[config.mk]
export PLATFORM = sky130hd
export DESIGN_NAME = vga_timing_param
export DESIGN_NICKNAME = d
export VERILOG_FILES = /design/src/rtl/vga_pkg.sv /design/src/rtl/vga_axis_counter.sv /design/src/rtl/vga_timing_param.sv
export SDC_FILE = /design/constraint.sdc
export NUM_CORES = 1
export LEC_CHECK = 0
export ABC_AREA = 0
export CAP_MARGIN = 15
export CORE_MARGIN = 4
export CORE_UTILIZATION = 43
export CTS_BUF_LIST = sky130_fd_sc_hd__clkbuf_16
export CTS_CLUSTER_DIAMETER = 100
export DETAILED_ROUTE_END_ITERATION = 8
export PLACE_DENSITY = 0.75
export RECOVER_POWER = 100
export SYNTH_ARGS = -nofsm -noshare
export SYNTH_HDL_FRONTEND = slang
export SYNTH_SLANG_ARGS = --single-unit
[constraint.sdc]
create_clock -name clk -period 2.27 [get_ports clk]
set_input_delay 0.3405 -clock clk [delete_from_list [all_inputs] [get_ports clk]]
set_output_delay 0.3405 -clock clk [all_outputs]
set_load 0.03 [all_outputs]
[src/rtl/vga_pkg.sv]
// Shared VGA timing definitions: 800x600@60 defaults, a timing record and
// helpers deriving line/frame totals and sync window bounds.
package vga_pkg;

    localparam int unsigned DEF_H_ACTIVE = 800;
    localparam int unsigned DEF_H_FP     = 40;
    localparam int unsigned DEF_H_SYNC   = 128;
    localparam int unsigned DEF_H_BP     = 88;
    localparam int unsigned DEF_V_ACTIVE = 600;
    localparam int unsigned DEF_V_FP     = 1;
    localparam int unsigned DEF_V_SYNC   = 4;
    localparam int unsigned DEF_V_BP     = 23;

    typedef struct packed {
        logic [15:0] h_active;
        logic [15:0] h_fp;
        logic [15:0] h_sync;
        logic [15:0] h_bp;
        logic [15:0] v_active;
        logic [15:0] v_fp;
        logic [15:0] v_sync;
        logic [15:0] v_bp;
    } vga_timing_t;

    localparam vga_timing_t DEF_TIMING = '{
        h_active: 16'(DEF_H_ACTIVE), h_fp: 16'(DEF_H_FP),
        h_sync:   16'(DEF_H_SYNC),   h_bp: 16'(DEF_H_BP),
        v_active: 16'(DEF_V_ACTIVE), v_fp: 16'(DEF_V_FP),
        v_sync:   16'(DEF_V_SYNC),   v_bp: 16'(DEF_V_BP)
    };

    function automatic int unsigned axis_total(input int unsigned active, fp, sync, bp);
        return active + fp + sync + bp;
    endfunction

    function automatic int unsigned axis_sync_start(input int unsigned active, fp);
        return active + fp;
    endfunction

    // Inclusive: last count at which sync is still active.
    function automatic int unsigned axis_sync_stop(input int unsigned active, fp, sync);
        return active + fp + sync - 1;
    endfunction

    function automatic int unsigned h_total(input vga_timing_t t);
        return axis_total(32'(t.h_active), 32'(t.h_fp), 32'(t.h_sync), 32'(t.h_bp));
    endfunction

    function automatic int unsigned v_total(input vga_timing_t t);
        return axis_total(32'(t.v_active), 32'(t.v_fp), 32'(t.v_sync), 32'(t.v_bp));
    endfunction

    function automatic int unsigned hs_start(input vga_timing_t t);
        return axis_sync_start(32'(t.h_active), 32'(t.h_fp));
    endfunction

    function automatic int unsigned hs_stop(input vga_timing_t t);
        return axis_sync_stop(32'(t.h_active), 32'(t.h_fp), 32'(t.h_sync));
    endfunction

    function automatic int unsigned vs_start(input vga_timing_t t);
        return axis_sync_start(32'(t.v_active), 32'(t.v_fp));
    endfunction

    function automatic int unsigned vs_stop(input vga_timing_t t);
        return axis_sync_stop(32'(t.v_active), 32'(t.v_fp), 32'(t.v_sync));
    endfunction

endpackage

[src/rtl/vga_axis_counter.sv]
// One timing axis: wrapping position counter with registered blank/sync decoded
// from the next count (zero relative latency); holds everything while step=0.
module vga_axis_counter
    import vga_pkg::*;
#(
    parameter int unsigned ACTIVE = 800,
    parameter int unsigned FP     = 40,
    parameter int unsigned SYNC   = 128,
    parameter int unsigned BP     = 88,
    parameter logic        POL    = 1'b1,
    parameter int unsigned W      = 11
) (
    input  logic         clk,
    input  logic         clear,
    input  logic         step,
    output logic [W-1:0] count,
    output logic         blank,
    output logic         sync,
    output logic         wrap
);

    localparam logic [W-1:0] LAST        = W'(axis_total(ACTIVE, FP, SYNC, BP) - 1);
    localparam logic [W-1:0] BLANK_START = W'(ACTIVE);
    localparam logic [W-1:0] SYNC_START  = W'(axis_sync_start(ACTIVE, FP));
    localparam logic [W-1:0] SYNC_STOP   = W'(axis_sync_stop(ACTIVE, FP, SYNC));

    logic [W-1:0] count_d, count_q;
    logic         blank_d, blank_q;
    logic         sync_d,  sync_q;

    always_comb begin
        count_d = count_q;
        if (clear) begin
            count_d = '0;
        end else if (step) begin
            count_d = (count_q == LAST) ? '0 : count_q + 1'b1;
        end
        // Decoding the next count keeps blank/sync aligned with the count shown.
        blank_d = (count_d >= BLANK_START);
        sync_d  = ((count_d >= SYNC_START) && (count_d <= SYNC_STOP)) ? POL : ~POL;
    end

    always_ff @(posedge clk) begin
        count_q <= count_d;
        blank_q <= blank_d;
        sync_q  <= sync_d;
    end

    assign count = count_q;
    assign blank = blank_q;
    assign sync  = sync_q;
    assign wrap  = (count_q == LAST);

endmodule

[src/rtl/vga_timing_param.sv]
// Parametrised VGA timing generator: counters, sync/blank, line/frame strobes and
// frame counter, all registered; advances only when en=1, otherwise holds (strobes clear).
module vga_timing_param
    import vga_pkg::*;
#(
    parameter int unsigned H_ACTIVE = DEF_H_ACTIVE,
    parameter int unsigned H_FP     = DEF_H_FP,
    parameter int unsigned H_SYNC   = DEF_H_SYNC,
    parameter int unsigned H_BP     = DEF_H_BP,
    parameter int unsigned V_ACTIVE = DEF_V_ACTIVE,
    parameter int unsigned V_FP     = DEF_V_FP,
    parameter int unsigned V_SYNC   = DEF_V_SYNC,
    parameter int unsigned V_BP     = DEF_V_BP,
    parameter logic        HS_POL   = 1'b1,
    parameter logic        VS_POL   = 1'b1,
    parameter int unsigned CNT_W    = 11,
    parameter int unsigned FRAME_W  = 16
) (
    input  logic               clk,
    input  logic               rst,
    input  logic               en,
    output logic [CNT_W-1:0]   hcount,
    output logic [CNT_W-1:0]   vcount,
    output logic               hsync,
    output logic               vsync,
    output logic               hblnk,
    output logic               vblnk,
    output logic [11:0]        rgb,
    output logic               line_start,
    output logic               frame_start,
    output logic [FRAME_W-1:0] frame_cnt
);

    localparam vga_timing_t TIMING = '{
        h_active: 16'(H_ACTIVE), h_fp: 16'(H_FP), h_sync: 16'(H_SYNC), h_bp: 16'(H_BP),
        v_active: 16'(V_ACTIVE), v_fp: 16'(V_FP), v_sync: 16'(V_SYNC), v_bp: 16'(V_BP)
    };

    if (H_ACTIVE == 0 || H_FP == 0 || H_SYNC == 0 || H_BP == 0 ||
        V_ACTIVE == 0 || V_FP == 0 || V_SYNC == 0 || V_BP == 0) begin : g_zero_param
        $error("vga_timing_param: every active, porch and sync count must be non-zero");
    end
    if (64'(h_total(TIMING)) > (64'd1 << CNT_W) ||
        64'(v_total(TIMING)) > (64'd1 << CNT_W)) begin : g_cnt_too_narrow
        $error("vga_timing_param: CNT_W too small for the line or frame total");
    end

    logic               h_wrap, v_wrap, v_step;
    logic               line_start_d, line_start_q;
    logic               frame_start_d, frame_start_q;
    logic [FRAME_W-1:0] frame_cnt_d, frame_cnt_q;

    assign v_step = h_wrap & en;

    vga_axis_counter #(
        .ACTIVE(H_ACTIVE), .FP(H_FP), .SYNC(H_SYNC), .BP(H_BP), .POL(HS_POL), .W(CNT_W)
    ) u_h_axis (
        .clk(clk), .clear(rst), .step(en),
        .count(hcount), .blank(hblnk), .sync(hsync), .wrap(h_wrap)
    );

    vga_axis_counter #(
        .ACTIVE(V_ACTIVE), .FP(V_FP), .SYNC(V_SYNC), .BP(V_BP), .POL(VS_POL), .W(CNT_W)
    ) u_v_axis (
        .clk(clk), .clear(rst), .step(v_step),
        .count(vcount), .blank(vblnk), .sync(vsync), .wrap(v_wrap)
    );

    always_comb begin
        line_start_d  = 1'b0;
        frame_start_d = 1'b0;
        frame_cnt_d   = frame_cnt_q;
        if (rst) begin
            frame_cnt_d = '0;
        end else if (v_step) begin
            line_start_d = 1'b1;
            if (v_wrap) begin
                frame_start_d = 1'b1;
                frame_cnt_d   = frame_cnt_q + 1'b1;
            end
        end
    end

    always_ff @(posedge clk) begin
        line_start_q  <= line_start_d;
        frame_start_q <= frame_start_d;
        frame_cnt_q   <= frame_cnt_d;
    end

    assign line_start  = line_start_q;
    assign frame_start = frame_start_q;
    assign frame_cnt   = frame_cnt_q;
    assign rgb         = '0;

endmodule
* After elaboration in Yosys (flattened, before gate mapping)
Cells that the tools add are included.
Storage, ports and cells: flip-flop bits (word level) 44, input bits 3, output and inout bits 56, logic and storage cells 36
Cells by class: add/subtract/negate cells 3, $lt $le $gt $ge 6, equality and inequality tests 2, muxes and demuxes 10, bitwise gates (word level) 2, reductions and logical operators 4
Operators with widths (number):
- 11-bit two-way mux | 6
- 11-bit by 10-bit greater-or-equal comparator with 1-bit output, second input constant | 4
- 11-bit by 1-bit adder with 11-bit output, second input constant | 2
- 11-bit by 10-bit <= comparator with 1-bit output, second input constant | 2
- 16-bit by 1-bit adder with 16-bit output, second input constant | 1
- 11-bit by 10-bit equality test with 1-bit output, second input constant | 1
- 11-bit equality test, second input constant | 1
- 1-bit two-way mux | 4
- 1-bit logical AND | 2
- 2-bit AND reduction | 1
- 2-bit OR reduction | 1
- 1-bit AND | 1
- 1-bit NOT | 1

* Logic depth before layout (Yosys ltp)
word-level depth 7, mapped depth 11, gate-level depth less buffers 9

* Cells and area by module
Synthesis repeated with hierarchy kept, for this count alone.
Second synthesis, totals: cell total of the unflattened synthesis 276, area total of the unflattened synthesis 2398.6 sq um
By module, submodules not included:
- vga_timing_param | instances 1, cells each 104, area each 909.6 sq um, seq. area each 360.3 sq um
- vga_axis_counter at u_v_axis | instances 1, cells each 89, area each 760.7 sq um, seq. area each 260.2 sq um
- vga_axis_counter at u_h_axis | instances 1, cells each 83, area each 728.2 sq um, seq. area each 260.2 sq um

* Worst setup path after synthesis
OpenSTA, ideal clock, no wires.
path type register to register, from reg u_h_axis.count_q[0] (netlist: u_h_axis.count[0]), to reg u_v_axis.sync_q (netlist: u_v_axis.sync), setup time 0.070 ns, data arrival time 2.317 ns, data required time 2.200 ns, slack -0.116 ns, stages on the path, launching flop included 10, cells stage by stage dfxtp_1 -> ha_1 -> and4_1 -> buf_2 -> nand4_4 -> or4_4 -> a21oi_4 -> and4b_1 -> nand4_1 -> a21oi_1
Between the ends: word-level cells in the longest chain between the ends 7
RTL lines:
- start, declared | line vga_axis_counter.sv:27 | logic [W-1:0] count_d, count_q;
- start signal, assigned | line vga_axis_counter.sv:44 | count_q <= count_d;
- 11-bit equality test (*) | line vga_axis_counter.sv:52 | assign wrap = (count_q == LAST);
- 1-bit AND (*) | line vga_timing_param.sv:53 | assign v_step = h_wrap & en;
- 11-bit two-way mux (*) | line vga_axis_counter.sv:35 | end else if (step) begin
- 11-bit two-way mux (*) | line vga_axis_counter.sv:33 | if (clear) begin
- net u_v_axis.count_d[6] | line vga_axis_counter.sv:27
- 11-bit by 10-bit greater-or-equal comparator with 1-bit output / 11-bit by 10-bit <= comparator with 1-bit output (equally long branches) | line vga_axis_counter.sv:40 | sync_d = ((count_d >= SYNC_START) && (count_d <= SYNC_STOP)) ? POL : ~POL;
- 1-bit logical AND (*) | line vga_axis_counter.sv:40
- 1-bit two-way mux (*) | line vga_axis_counter.sv:40
- net u_v_axis.sync_d | line vga_axis_counter.sv:29 | logic sync_d, sync_q;
- end signal, assigned | line vga_axis_counter.sv:46 | sync_q <= sync_d;
- end, declared | line vga_axis_counter.sv:29
The timed path passes the listed nets; every way through them passes the cells marked *. A chain may end at the register's enable or synchronous reset.

* Worst setup path after layout
from reg u_h_axis.count_q[8] (netlist: u_h_axis.count[8]), to reg u_v_axis.sync_q (netlist: u_v_axis.sync)
Same word-level chain as after synthesis.

==> flow_summary.json <==
{
  "arrival_ps": 2420,
  "p_per_area_mw_per_mm2": 543.3,
  "clkSinkCount": 44,
  "synthArstFlopShare_pct": 0,
  "io_buffers": 46,
  "fp-row-count": 25,
  "regArea_sq_um": 884.6,
  "status": "complete, no violations",
  "die_width_microns": 79.38,
  "ys_seq_elements": 44,
  "grt_antenna_before_repair": 0,
  "drc": 0,
  "startpoint": "u_h_axis.count[8]",
  "num_io_pins": 59,
  "grt_pass1_vias": 1919,
  "layout_commonest_cell": "clkdlybuf4s50_1",
  "final_cells": 397,
  "synthSimpleGateAreaFrac_pct": 28.67,
  "areaGrowthSynthToFinish_pct": 43.06,
  "die_area_sq_mm": 0.006301,
  "path_class": "flop to flop",
  "viasPerCell": 5.141,
  "antenna_cells": 0,
  "clock_latency_ps": 280,
  "synth_xor_area_share_pct": 9.994,
  "drt-initial-drc-count": 107,
  "slew_viol_final": 0,
  "synth.mux.area_fraction_pct": 0.4569,
  "syn_area_sq_mm": 0.002191,
  "final_cell_mix": "clkdlybuf4s50_1 (46), dfxtp_1 (41), nor2_1 (32), buf_4 (32), nand2_1 (19)",
  "ys_types": 48,
  "die_h_microns": 79.38,
  "finalSetupViolCount": 0,
  "power.leakage_uw": 0.001200,
  "layout.nets": 335,
  "ys_seq_area_share_pct": 40.21,
  "hold_class": "flop to flop",
  "grt.total_usage_pct": 17.64,
  "synth_top_family_by_area": "simple AND/OR/NAND/NOR gates",
  "synth_edf_count": 0,
  "h-tree-depth": 2,
  "cp.required_ps": 2440,
  "avgRoutedWirePerCell_microns": 13.83,
  "coreArea_sq_mm": 0.004817,
  "vdd_drop_max_uv": 360.1,
  "start_util_pct": 45.48,
  "cp-end-kind": "flop",
  "finalCritPeriodShare_pct": 99.14,
  "cp_max_fo": 7,
  "hold_start": "frame_cnt[7]",
  "yosys_warnings": 0,
  "drt-pass1-iter-count": 4,
  "grt_overflow": 0,
  "post-route-min-period_ps": 2250,
  "finalHoldViolCount": 0,
  "synthCells": 254,
  "clockBufferDepth": 2,
  "vias": 2041,
  "synth_fa_ha_area_share_pct": 1.713,
  "max_freq_mhz": 444.3,
  "fin_skew_ps": 5.250,
  "nFillCells": 415,
  "clkTransAtPathRegs_ps": 60,
  "ant_nets": 0,
  "cts_hold_buffers": 0,
  "synth_compound_area_share_pct": 11.59,
  "reg2reg_from": "u_h_axis.count[8]",
  "drv_cap": 0,
  "cts_tree": "built",
  "place.gp.congestion": 0.9036,
  "multi_input_area_sq_mm": 0.001259,
  "syn_avg_cell_area_sq_um": 8.625,
  "finalSetupTns_ps": 0,
  "worstSetupStartpointType": "flop",
  "synth_ff_type": "dfxtp_1",
  "grt_pass1_wl_microns": 8956,
  "dp_cells": 386,
  "routed_wl_microns": 5491,
  "dpl.hpwl_microns": 3923,
  "cts_root_buf": "clkbuf_16",
  "grt_start_max_net_pins": 30,
  "drive_gt1_share_pct": 18.48,
  "cts_made_buffers": 5
}
[area by class of cell]
cell class / instances / share of cell area, %
flip-flops and latches: 44 / 28.22
multi-input cells: 195 / 40.16
well taps: 67 / 2.675
clock buffers: 5 / 3.992
inverters: 3 / 0.3593
clock inverters: 3 / 1.238
repair buffers: 80 / 23.35
[synth_stat cells, types with 3 or more instances]
library cell	n	share of area (%)
and3_1	11	3.1
a31oi_1	3	0.86
nand2_1	19	3.3
and4_1	4	1.6
dfxtp_1	44	40
nand4_1	8	2.3
nand3_1	13	3.0
and2_1	4	1.1
o21ai_0	10	2.3
inv_1	3	0.51
clkbuf_1	5	0.86
buf_2	3	0.69
xor2_1	16	6.4
a21oi_1	14	3.2
ha_1	3	1.7
buf_4	13	4.5
nor2_1	32	5.5
xnor2_1	9	3.6
or3_1	6	1.7
nor3_1	4	0.91
[worst max-delay path, cell delays in order, from the launching register on]
cell	delay, ps
dfxtp_1	330
nor4b_4	420
nand4_4	210
or4_1	540
a21oi_1	310
a211oi_2	90
o21ai_0	150
a21oi_1	80
[logic make-up after synthesis]
kind of cell / after synthesis
AND/OR/NAND/NOR: 114
flip-flops: 44
AO/OA/AOI/OAI: 40
buffers and inverters: 26
XOR/XNOR: 25
adder cells (fa/ha/maj): 3
other: 1
multiplexers: 1
[repair_timing]
item                       in CTS  in global routing
buffers inserted                0                  3
pin swaps                       0                  4
setup endpoints to repair       1                  6
gates resized for setup         1                 14
[power by group]
group          internal, uW  switching (uW)  leakage (uW)  total [uW]
clock network           513             286     0.0000850         799
registers               780            7.86      0.000356         788
logic                  38.9            77.0      0.000759         116
total                  1330             371       0.00120        1700
[sequential cells by signal, summed over array words and instances, names as in the netlist]
| name | flops |
|---|---|
| frame_cnt | 16 |
| u_v_axis.blank | 1 |
| line_start | 1 |
| u_h_axis.sync | 1 |
| frame_start | 1 |
| u_h_axis.count | 11 |
| u_v_axis.sync | 1 |
| u_v_axis.count | 11 |
| u_h_axis.blank | 1 |
[worst paths after layout]
check	end	slack (ps)	cells after the start
min reg2reg	frame_cnt[7]	500	2
min	frame_cnt[7]	500	2
max	u_v_axis.sync	20	7
max reg2reg	u_v_axis.sync	20	7
[routing by layer]
metal,global-route usage (%),wire (microns),vias to the layer above
li1,-,-,1024
met1,22.88,2473,926
met2,28.70,2572,83
met3,4.289,375,8
met4,5.842,70,0
met5,0,0,-
[metrics by stage]
step                      power (uW)  util, %  cell area, sq um  hold WS (ps)  worst slack (ps)
after floorplan                890.8        -              2236         406.7             15.72
after global placement         912.9    59.77              2879         476.2            -276.4
after detailed placement       914.4    59.77              2879         491.3            -278.8
after CTS                       1705    63.25              3047         498.0             1.410
after global routing            1750    65.06              3134         532.4            -50.29
final                           1703    65.06              3134         497.3             19.51
Power figures use the tool's default switching activity.
